`src/rtl/i2s_receiver_if.sv`:
```
// Pin and sample bus of the I2S capture block. The peak meter signals exist only
// when I2S_RX_PEAK_EN is defined.
interface i2s_receiver_if;
  logic        sd_in;
  logic        mclk;
  logic        sclk;
  logic        lrclk;
  logic [15:0] left;
  logic [15:0] right;
  // sample_valid is a one-cycle strobe with no ready: left/right are stable from the
  // strobe until the next latch, and the consumer must take the pair when it sees it.
  logic        sample_valid;
`ifdef I2S_RX_PEAK_EN
  logic        peak_clr;
  logic [15:0] peak;

  modport master (
    input  sd_in, peak_clr,
    output mclk, sclk, lrclk, left, right, sample_valid, peak
  );
  modport slave (
    output sd_in, peak_clr,
    input  mclk, sclk, lrclk, left, right, sample_valid, peak
  );
`else
  modport master (
    input  sd_in,
    output mclk, sclk, lrclk, left, right, sample_valid
  );
  modport slave (
    output sd_in,
    input  mclk, sclk, lrclk, left, right, sample_valid
  );
`endif
endinterface

```
`src/rtl/i2s_receiver.sv`:
```
// I2S master-mode receiver for the Pmod I2S2 ADC: MCLK/SCLK/LRCK generation, SDIN
// deserialisation and left/right latching. Optional peak meter: I2S_RX_PEAK_EN.
module i2s_receiver #(
  parameter int MCLK_HALF = 25,
  parameter int SCLK_HALF = 50,
  parameter int SLOT_BITS = 16
) (
  input logic            clk,
  input logic            rst,
  i2s_receiver_if.master bus
);
  localparam int FRAME_EDGES = 2 * SLOT_BITS;
  localparam int MC_W = (MCLK_HALF > 1) ? $clog2(MCLK_HALF) : 1;
  localparam int SC_W = $clog2(SCLK_HALF);
  localparam int E_W  = $clog2(FRAME_EDGES);
  localparam logic [MC_W-1:0] MC_LAST = MC_W'(MCLK_HALF - 1);
  localparam logic [SC_W-1:0] SC_LAST = SC_W'(SCLK_HALF - 1);

  logic [MC_W-1:0] mclk_cnt_q, mclk_cnt_d;
  logic            mclk_q, mclk_d;
  logic [SC_W-1:0] sclk_cnt_q, sclk_cnt_d;
  logic            sclk_q, sclk_d;
  logic            lrclk_q, lrclk_d;
  logic [E_W-1:0]  e_q, e_d;
  logic [1:0]      sync_q;
  logic [15:0]     shift_q, shift_d;
  logic [15:0]     left_q, left_d;
  logic [15:0]     right_q, right_d;
  logic            valid_q, valid_d;
  logic            armed_q, armed_d;

  logic            sclk_tick, rise, fall;
  logic            cap_left, cap_right, left_latch, right_latch;
  logic [15:0]     shifted;
  int              left_pos, right_pos;

  always_comb begin
    mclk_cnt_d = mclk_cnt_q + MC_W'(1);
    mclk_d     = mclk_q;
    if (mclk_cnt_q == MC_LAST) begin
      mclk_cnt_d = '0;
      mclk_d     = ~mclk_q;
    end
  end

  always_comb begin
    sclk_cnt_d = sclk_cnt_q + SC_W'(1);
    sclk_d     = sclk_q;
    sclk_tick  = 1'b0;
    if (sclk_cnt_q == SC_LAST) begin
      sclk_cnt_d = '0;
      sclk_d     = ~sclk_q;
      sclk_tick  = 1'b1;
    end
  end

  assign rise    = sclk_tick & ~sclk_q;
  assign fall    = sclk_tick & sclk_q;
  assign shifted = {shift_q[14:0], sync_q[1]};

  // Bit position inside the left/right slot, accounting for the one-bit I2S delay
  // and wrapping modulo the frame (the last right bit lands on e=0 when SLOT_BITS=16).
  always_comb begin
    left_pos  = (e_q == '0) ? FRAME_EDGES - 1 : int'(e_q) - 1;
    right_pos = (int'(e_q) > SLOT_BITS) ? int'(e_q) - SLOT_BITS - 1
                                        : int'(e_q) + SLOT_BITS - 1;
  end

  assign cap_left    = rise && (left_pos < 16);
  assign cap_right   = rise && (right_pos < 16);
  assign left_latch  = cap_left && (left_pos == 15);
  assign right_latch = cap_right && (right_pos == 15) && armed_q;

  always_comb begin
    e_d     = e_q;
    lrclk_d = lrclk_q;
    shift_d = shift_q;
    left_d  = left_q;
    right_d = right_q;
    valid_d = 1'b0;
    armed_d = armed_q;
    if (rise) begin
      e_d = (int'(e_q) == FRAME_EDGES - 1) ? '0 : e_q + E_W'(1);
    end
    if (fall) begin
      if (int'(e_q) == SLOT_BITS) begin
        lrclk_d = 1'b1;
      end else if (e_q == '0) begin
        lrclk_d = 1'b0;
      end
    end
    if (cap_left || cap_right) begin
      shift_d = shifted;
    end
    if (left_latch) begin
      left_d  = shifted;
      armed_d = 1'b1;
    end
    // Without a prior full left slot the right latch would expose partial data.
    if (right_latch) begin
      right_d = shifted;
      valid_d = 1'b1;
    end
  end

  always_ff @(posedge clk) begin
    if (rst) begin
      mclk_cnt_q <= '0;
      mclk_q     <= 1'b0;
      sclk_cnt_q <= '0;
      sclk_q     <= 1'b0;
      lrclk_q    <= 1'b0;
      e_q        <= '0;
      sync_q     <= '0;
      shift_q    <= '0;
      left_q     <= '0;
      right_q    <= '0;
      valid_q    <= 1'b0;
      armed_q    <= 1'b0;
    end else begin
      mclk_cnt_q <= mclk_cnt_d;
      mclk_q     <= mclk_d;
      sclk_cnt_q <= sclk_cnt_d;
      sclk_q     <= sclk_d;
      lrclk_q    <= lrclk_d;
      e_q        <= e_d;
      sync_q     <= {sync_q[0], bus.sd_in};
      shift_q    <= shift_d;
      left_q     <= left_d;
      right_q    <= right_d;
      valid_q    <= valid_d;
      armed_q    <= armed_d;
    end
  end

  assign bus.mclk         = mclk_q;
  assign bus.sclk         = sclk_q;
  assign bus.lrclk        = lrclk_q;
  assign bus.left         = left_q;
  assign bus.right        = right_q;
  assign bus.sample_valid = valid_q;

`ifdef I2S_RX_PEAK_EN
  logic [15:0] peak_q, peak_d, mag;

  // -32768 has no positive 16-bit counterpart, so it saturates to 32767.
  always_comb begin
    mag = shifted;
    if (shifted[15]) begin
      mag = (shifted == 16'h8000) ? 16'h7FFF : (~shifted + 16'd1);
    end
    peak_d = peak_q;
    if (bus.peak_clr) begin
      peak_d = '0;
    end else if ((left_latch || right_latch) && (mag > peak_q)) begin
      peak_d = mag;
    end
  end

  always_ff @(posedge clk) begin
    if (rst) begin
      peak_q <= '0;
    end else begin
      peak_q <= peak_d;
    end
  end

  assign bus.peak = peak_q;
`endif
endmodule

```
`src/flat_wrapper.sv`:
```
// flat-port wrapper written by rule: the top's interface ports become plain ports
module i2s_receiver_flat 
#(
  parameter int MCLK_HALF = 25,
  parameter int SCLK_HALF = 50,
  parameter int SLOT_BITS = 16
)
  (clk, rst, bus_sd_in, bus_mclk, bus_sclk, bus_lrclk, bus_left, bus_right, bus_sample_valid);
  i2s_receiver_if bus_i ();
  input logic clk;
  input logic rst;
  input wire logic [$bits(bus_i.sd_in)-1:0] bus_sd_in;
  output wire logic [$bits(bus_i.mclk)-1:0] bus_mclk;
  output wire logic [$bits(bus_i.sclk)-1:0] bus_sclk;
  output wire logic [$bits(bus_i.lrclk)-1:0] bus_lrclk;
  output wire logic [$bits(bus_i.left)-1:0] bus_left;
  output wire logic [$bits(bus_i.right)-1:0] bus_right;
  output wire logic [$bits(bus_i.sample_valid)-1:0] bus_sample_valid;
  assign bus_i.sd_in = bus_sd_in;
  assign bus_mclk = bus_i.mclk;
  assign bus_sclk = bus_i.sclk;
  assign bus_lrclk = bus_i.lrclk;
  assign bus_left = bus_i.left;
  assign bus_right = bus_i.right;
  assign bus_sample_valid = bus_i.sample_valid;
  i2s_receiver #(.MCLK_HALF(MCLK_HALF), .SCLK_HALF(SCLK_HALF), .SLOT_BITS(SLOT_BITS)) u_core (.clk(clk), .rst(rst), .bus(bus_i));
endmodule
```
`config.mk`:
```
export PLATFORM = sky130hd
export DESIGN_NAME = i2s_receiver_flat
export DESIGN_NICKNAME = d
export VERILOG_FILES = /design/src/rtl/i2s_receiver_if.sv /design/src/rtl/i2s_receiver.sv /design/src/flat_wrapper.sv
export SDC_FILE = /design/constraint.sdc
export NUM_CORES = 1
export LEC_CHECK = 0
export CORE_UTILIZATION = 25
export DETAILED_ROUTE_END_ITERATION = 10
export REMOVE_ABC_BUFFERS = 1
export SLEW_MARGIN = 10
export SYNTH_ARGS = -nofsm -noshare
export SYNTH_HDL_FRONTEND = slang
export SYNTH_SLANG_ARGS = --single-unit
```
`constraint.sdc`:
```
create_clock -name clk -period 2.7 [get_ports clk]
set_clock_uncertainty 0.05 [all_clocks]
set_input_delay 0.81 -clock clk [delete_from_list [all_inputs] [get_ports clk]]
set_output_delay 0.81 -clock clk [all_outputs]
set_load 0.005 [all_outputs]
```
### Word-level counts from Yosys, hierarchy flattened

Cells that the tools add are included.

| operators by class | value |
|---|---|
| muxes and demuxes | 7 |
| add/sub/neg operators | 8 |
| equality and inequality tests | 6 |
| $lt $le $gt $ge | 3 |
| reductions and logical operators | 11 |
| bitwise gates (word level) | 4 |

Operators by type and width:

| cell | number |
|---|---|
| 32-bit by 5-bit equality test with 1-bit output, second input constant | 2 |
| 32-bit by 6-bit less-than comparator with 1-bit output, second input constant | 2 |
| 32-bit two-way mux | 2 |
| 32-bit by 2-bit subtractor with 32-bit output, second input constant | 2 |
| 5-bit by 1-bit adder with 5-bit output, second input constant | 2 |
| 5-bit equality test, second input constant | 2 |
| 5-bit by 5-bit adder with 6-bit output, second input constant | 1 |
| 6-bit by 1-bit adder with 6-bit output, second input constant | 1 |
| 6-bit equality test, second input constant | 1 |
| 5-bit by 1-bit subtractor with 6-bit output, second input constant | 1 |
| 5-bit by 5-bit subtractor with 6-bit output, second input constant | 1 |
| 5-bit by 1-bit equality test with 1-bit output, second input constant | 1 |
| 5-bit > comparator, second input constant | 1 |
| 1-bit logical AND | 5 |
| 5-bit zero test | 1 |
| 5-bit two-way mux | 1 |
| 1-bit two-way mux | 4 |
| 2-bit OR reduction | 2 |
| 1-bit bitwise AND | 2 |
| 1-bit NOT | 2 |
| 2-bit AND reduction | 1 |
| 2-bit nonzero test | 1 |
| 1-bit logical OR | 1 |

| word-level totals | value |
|---|---|
| bits of input ports | 3 |
| register bits | 70 |

### Depth between registers and ports, before layout

| logic depth | value |
|---|---|
| depth in word-level cells | 8 |
| depth in mapped cells | 13 |
| gate-level depth less buffers | 10 |

### Least setup slack after synthesis

OpenSTA, ideal clock, no wires.

| timing path | value |
|---|---|
| path kind | reg-to-reg |
| start point | reg u_core.e_q[0] |
| end point | reg u_core.shift_q[10] |
| path buffers | 2 |
| data arrival time | 2.514 ns |
| path slack | 0.014 ns |
| stages on the path, launching flop included | 13 |
| clock period less this slack | 2.686 ns |
| cells stage by stage | dfxtp_1 -> buf_2 -> inv_1 -> ha_1 -> nor4b_4 -> nand2_1 -> ha_1 -> and4b_1 -> and4_1 -> o211ai_2 -> a41oi_2 -> buf_4 -> mux2i_1 |

| between the ends | value |
|---|---|
| cells in the longest elaborated chain, start to end | 6 |
| elaborated cells between the ends (all ways) | 14 |
| classes of those cells | add/sub: 5; order compare: 3; mux: 2; reduce/logical: 4 |

RTL lines:

| what | line | source |
|---|---|---|
| from (decl) | i2s_receiver.sv:24 | `logic [E_W-1:0] e_q, e_d;` |
| from (signal assigned) | i2s_receiver.sv:113 | `e_q <= '0;` |
| from (signal assigned) | i2s_receiver.sv:126 | `e_q <= e_d;` |
| 5-bit by 5-bit adder with 6-bit output / 5-bit by 5-bit subtractor with 6-bit output (equally long branches) | i2s_receiver.sv:66, i2s_receiver.sv:65 |  |
| 32-bit by 2-bit subtractor with 32-bit output, on equally long branches | i2s_receiver.sv:66, i2s_receiver.sv:65 |  |
| 32-bit two-way mux | i2s_receiver.sv:65 | `right_pos = (int'(e_q) > SLOT_BITS) ? int'(e_q) - SLOT_BITS - 1` |
| 32-bit by 6-bit less-than comparator with 1-bit output | i2s_receiver.sv:70 | `assign cap_right = rise && (right_pos < 16);` |
| 1-bit logical AND | i2s_receiver.sv:70 |  |
| 1-bit logical OR * | i2s_receiver.sv:92 | `if (cap_left \|\| cap_right) begin` |
| to (signal assigned) | i2s_receiver.sv:128 | `shift_q <= shift_d;` |
| to (decl) | i2s_receiver.sv:26 | `logic [15:0] shift_q, shift_d;` |

Mark *: on every way between the ends. The rest lies on a longest branch, timed or not.
A chain may end at the register's enable or synchronous reset.

### Final worst setup path

| timing path | value |
|---|---|
| start point | reg u_core.e_q[0] |
| end point | reg u_core.right_q[4] (netlist: u_core.bus.right[4]) |

| between the ends | value |
|---|---|
| cells in the longest elaborated chain, start to end | 7 |
| elaborated cells between the ends (all ways) | 11 |
| classes of those cells | add/sub: 4; order compare: 2; eq/ne: 1; mux: 1; reduce/logical: 3 |

RTL lines:

| what | line | source |
|---|---|---|
| 5-bit by 5-bit adder with 6-bit output / 5-bit by 5-bit subtractor with 6-bit output (equally long branches) | i2s_receiver.sv:66, i2s_receiver.sv:65 |  |
| 32-bit by 2-bit subtractor with 32-bit output, on equally long branches | i2s_receiver.sv:66, i2s_receiver.sv:65 |  |
| 32-bit two-way mux * | i2s_receiver.sv:65 |  |
| 32-bit by 6-bit less-than comparator with 1-bit output | i2s_receiver.sv:70 |  |
| 1-bit logical AND | i2s_receiver.sv:70 |  |
| 1-bit logical AND * (2 in series) | i2s_receiver.sv:72 | `assign right_latch = cap_right && (right_pos == 15) && armed_q;` |
| to (signal assigned) | i2s_receiver.sv:130 | `right_q <= right_d;` |
| to (decl) | i2s_receiver.sv:28 | `logic [15:0] right_q, right_d;` |

Marked as above.

==> flow_summary.yaml <==
status:
  outcome: "finished clean"
synth:
  syn_inst: 309
  ys_seq_elements: 70
  post_synth.cell_area_avg_um2: 10.05
  synthFlopType: "dfxtp_1"
  synthTopCellsByArea: "dfxtp_1, mux2i_1, nand2b_1"
  synth_top_cell_by_area: "dfxtp_1"
  synthArstFlopShare_pct: 0
  yosysUniqueCellTypes: 40
  yosysSeqAreaShare_pct: 45.12
  synth_edf_count: 0
  synth_area_mm2: 0.003105
  synth_top_area_share_pct: 45.12
  yosys_warnings: 0
drt:
  dr.pass1.iters: 4
  ant_nets: 0
  via_per_inst: 4.181
  finalWirelength_um: 6371
  vias: 2245
  drt_iter0_drc: 53
  wl_per_cell_um: 11.86
  post-route-drc-count: 0
power_and_ir_drop:
  ir_worst_vdd_mv: 0.3397
  power.share.sequential_pct: 44.9
  power_frac_comb_pct: 2.3
  p_sw_share_pct: 19.87
  total_power_uw: 2339
  cellLeakagePower_uw: 0.001583
  internal-power_uw: 1874
  switchingPower_uw: 464.9
  cellPowerDensity_mw_per_mm2: 563.3
  power_frac_clock_pct: 52.9
final_layout:
  seq_area_mm2: 0.001405
  fin_util_pct: 34.43
  drive_gt1_share_pct: 13.28
  layout_commonest_cell: "dfxtp_1"
  fin_area_mm2: 0.004153
  fin_nets: 383
  syn_to_final_growth_pct: 33.72
  nFillCells: 1232
  diodes: 0
  final_cell_mix: "dfxtp_1, mux2i_1, nor2_1"
  multi_input_area_mm2: 0.001618
clocking:
  ctsHtreeMaxLevel: 3
  hold_buffers: 0
  cts.sinks: 70
  clock_path_buffers: 2
  cts_tree: "built"
  path_clk_slew_ns: 0.06
  cts_root_buf: "clkbuf_16"
  insertion_delay_ns: 0.32
  cts_buffers: 9
global_routing:
  grt_pass1_wl_um: 10390
  grt-ovfl-total: 0
  track_usage_pct: 10.20
  grt_max_degree: 22
  antenna_found_initial: 0
  grt_pass1_vias: 2212
floorplanning:
  die_x_um: 113.5
  core-area_mm2: 0.01206
  io_pins: 39
  die-height_um: 113.5
  die_area_mm2: 0.01287
  floorplan.initialDensity_pct: 25.75
  num_rows: 40
worst_setup_path:
  crit_required_ns: 2.86
  crit_start: "u_core.e_q[0]"
  arrival_ns: 2.76
  r2r_cells: 13
  path_max_fanout: 8
  start_kind: "register"
  r2r-end: "u_core.bus.right[4]"
  worstSetupPathType: "reg -> reg"
  r2r_slack_ns: 0.1
  timing.rr.start: "u_core.e_q[0]"
  endpoint_kind: "register"
  critPathCapture: "u_core.bus.right[4]"
place:
  portBuffers: 38
  routabilityCongestion: 0.7789
  dp_hpwl_um: 4359
  detailed_place.area_mm2: 0.003720
timing:
  fin_tns_setup_ns: 0
  finalMaxSlewViolations: 0
  period_needed_ns: 2.601
  timing.fmax_ghz: 0.3845
  fin_crit_sh_pct: 96.33
  hold_viol: 0
  setup_viol: 0
job:
  cap_violations: 0
min_path:
  min_path_type: "reg -> reg"
per-stage QoR:
| stage | hold slack [ns] | instances | setup slack (ns) |
|---|---|---|---|
| after floorplan | 0.3638 | 298 | -0.7499 |
| after global placement | 0.3703 | 515 | 0.2162 |
| after detailed placement | 0.3787 | 515 | 0.1320 |
| after CTS | 0.3922 | 531 | 0.1168 |
| after global routing | 0.4268 | 537 | -0.01469 |
| final | 0.3904 | 537 | 0.09897 |
worst min-delay path by stage:
stage | from | end | slack, ns | cells after the start
finish | u_core.sync_q[0] | u_core.sync_q[1] | 0.39 | 1
global route | u_core.sync_q[0] | u_core.sync_q[1] | 0.43 | 1
CTS | u_core.sync_q[0] | u_core.sync_q[1] | 0.39 | 1
detailed placement | u_core.sync_q[0] | u_core.sync_q[1] | 0.38 | 1
global placement | u_core.sync_q[0] | u_core.sync_q[1] | 0.37 | 1
floorplan | u_core.sync_q[0] | u_core.sync_q[1] | 0.36 | 1
final cells by class:
class / count / area share, %
Multi-Input combinational cell: 218 / 38.96
Sequential cell: 70 / 33.84
Timing Repair Buffer: 55 / 13.65
Clock buffer: 10 / 5.514
Tap cell: 168 / 5.062
Clock inverter: 6 / 2.079
Inverter: 10 / 0.9039
sequential cells by signal, indices dropped and copies added (netlist names):
name                     count
u_core.bus.sample_valid      1
u_core.bus.sclk              1
u_core.sclk_cnt_q            6
u_core.bus.left             16
u_core.shift_q              15
u_core.e_q                   5
u_core.bus.lrclk             1
u_core.mclk_cnt_q            5
u_core.bus.right            16
u_core.armed_q               1
u_core.sync_q                2
u_core.bus.mclk              1
cell usage after synthesis (3+ instances only):
| cell | instances |
|---|---|
| nor2b_1 | 4 |
| xor2_1 | 5 |
| ha_1 | 16 |
| o21ai_0 | 4 |
| buf_2 | 4 |
| a21oi_1 | 5 |
| nand2_1 | 11 |
| inv_1 | 10 |
| nand3b_1 | 3 |
| buf_6 | 4 |
| xnor2_1 | 3 |
| nand3_1 | 10 |
| dfxtp_1 | 70 |
| nand2b_1 | 34 |
| or4_1 | 3 |
| nor2_1 | 40 |
| clkbuf_1 | 6 |
| mux2i_1 | 50 |
| nor3_1 | 3 |
routing by layer:
metal,part of all wire (%),global-route usage (%)
met5,0,0
met4,1.8,5.000
met3,2.9,2.019
met2,50,17.96
met1,45,11.84
repair_timing:
item,4_1_cts,5_1_grt
setup endpoints to repair,0,31
setup buffers,0,4
gates resized for setup,0,10
power groups by stage:
| stage | clock network, uW | logic [uW] | registers, uW |
|---|---|---|---|
| floorplan | 0 | 31.1 | 1070 |
| detailed placement | 0 | 54.1 | 1070 |
| global route | 1310 | 61.9 | 1050 |
| CTS | 1270 | 54.3 | 1050 |
| global placement | 0 | 51.6 | 1070 |
| finish | 1240 | 53.1 | 1050 |
cells by family after synthesis:
| family | Yosys count | synth area share, % |
|---|---|---|
| AND/OR/NAND/NOR | 119 | 21.15 |
| flip-flops | 70 | 45.12 |
| multiplexers | 50 | 16.12 |
| buffers and inverters | 27 | 4.633 |
| AO/OA/AOI/OAI | 18 | 4.150 |
| adder cells (fa/ha/maj) | 16 | 6.446 |
| XOR/XNOR | 8 | 2.256 |
| other | 1 | 0.1208 |
worst max-delay path, stage by stage, from the launching register on:
cell       delay, ns
dfxtp_2         0.32
inv_2           0.07
ha_4            0.15
nor4b_4         0.05
buf_4           0.17
nand2_1         0.07
ha_1            0.22
nor4bb_1        0.28
and4_1          0.24
o211ai_2        0.10
a2111o_1        0.34
buf_12          0.15
clkbuf_16       0.16
mux2i_1         0.11
Power figures use the tool's default switching activity.
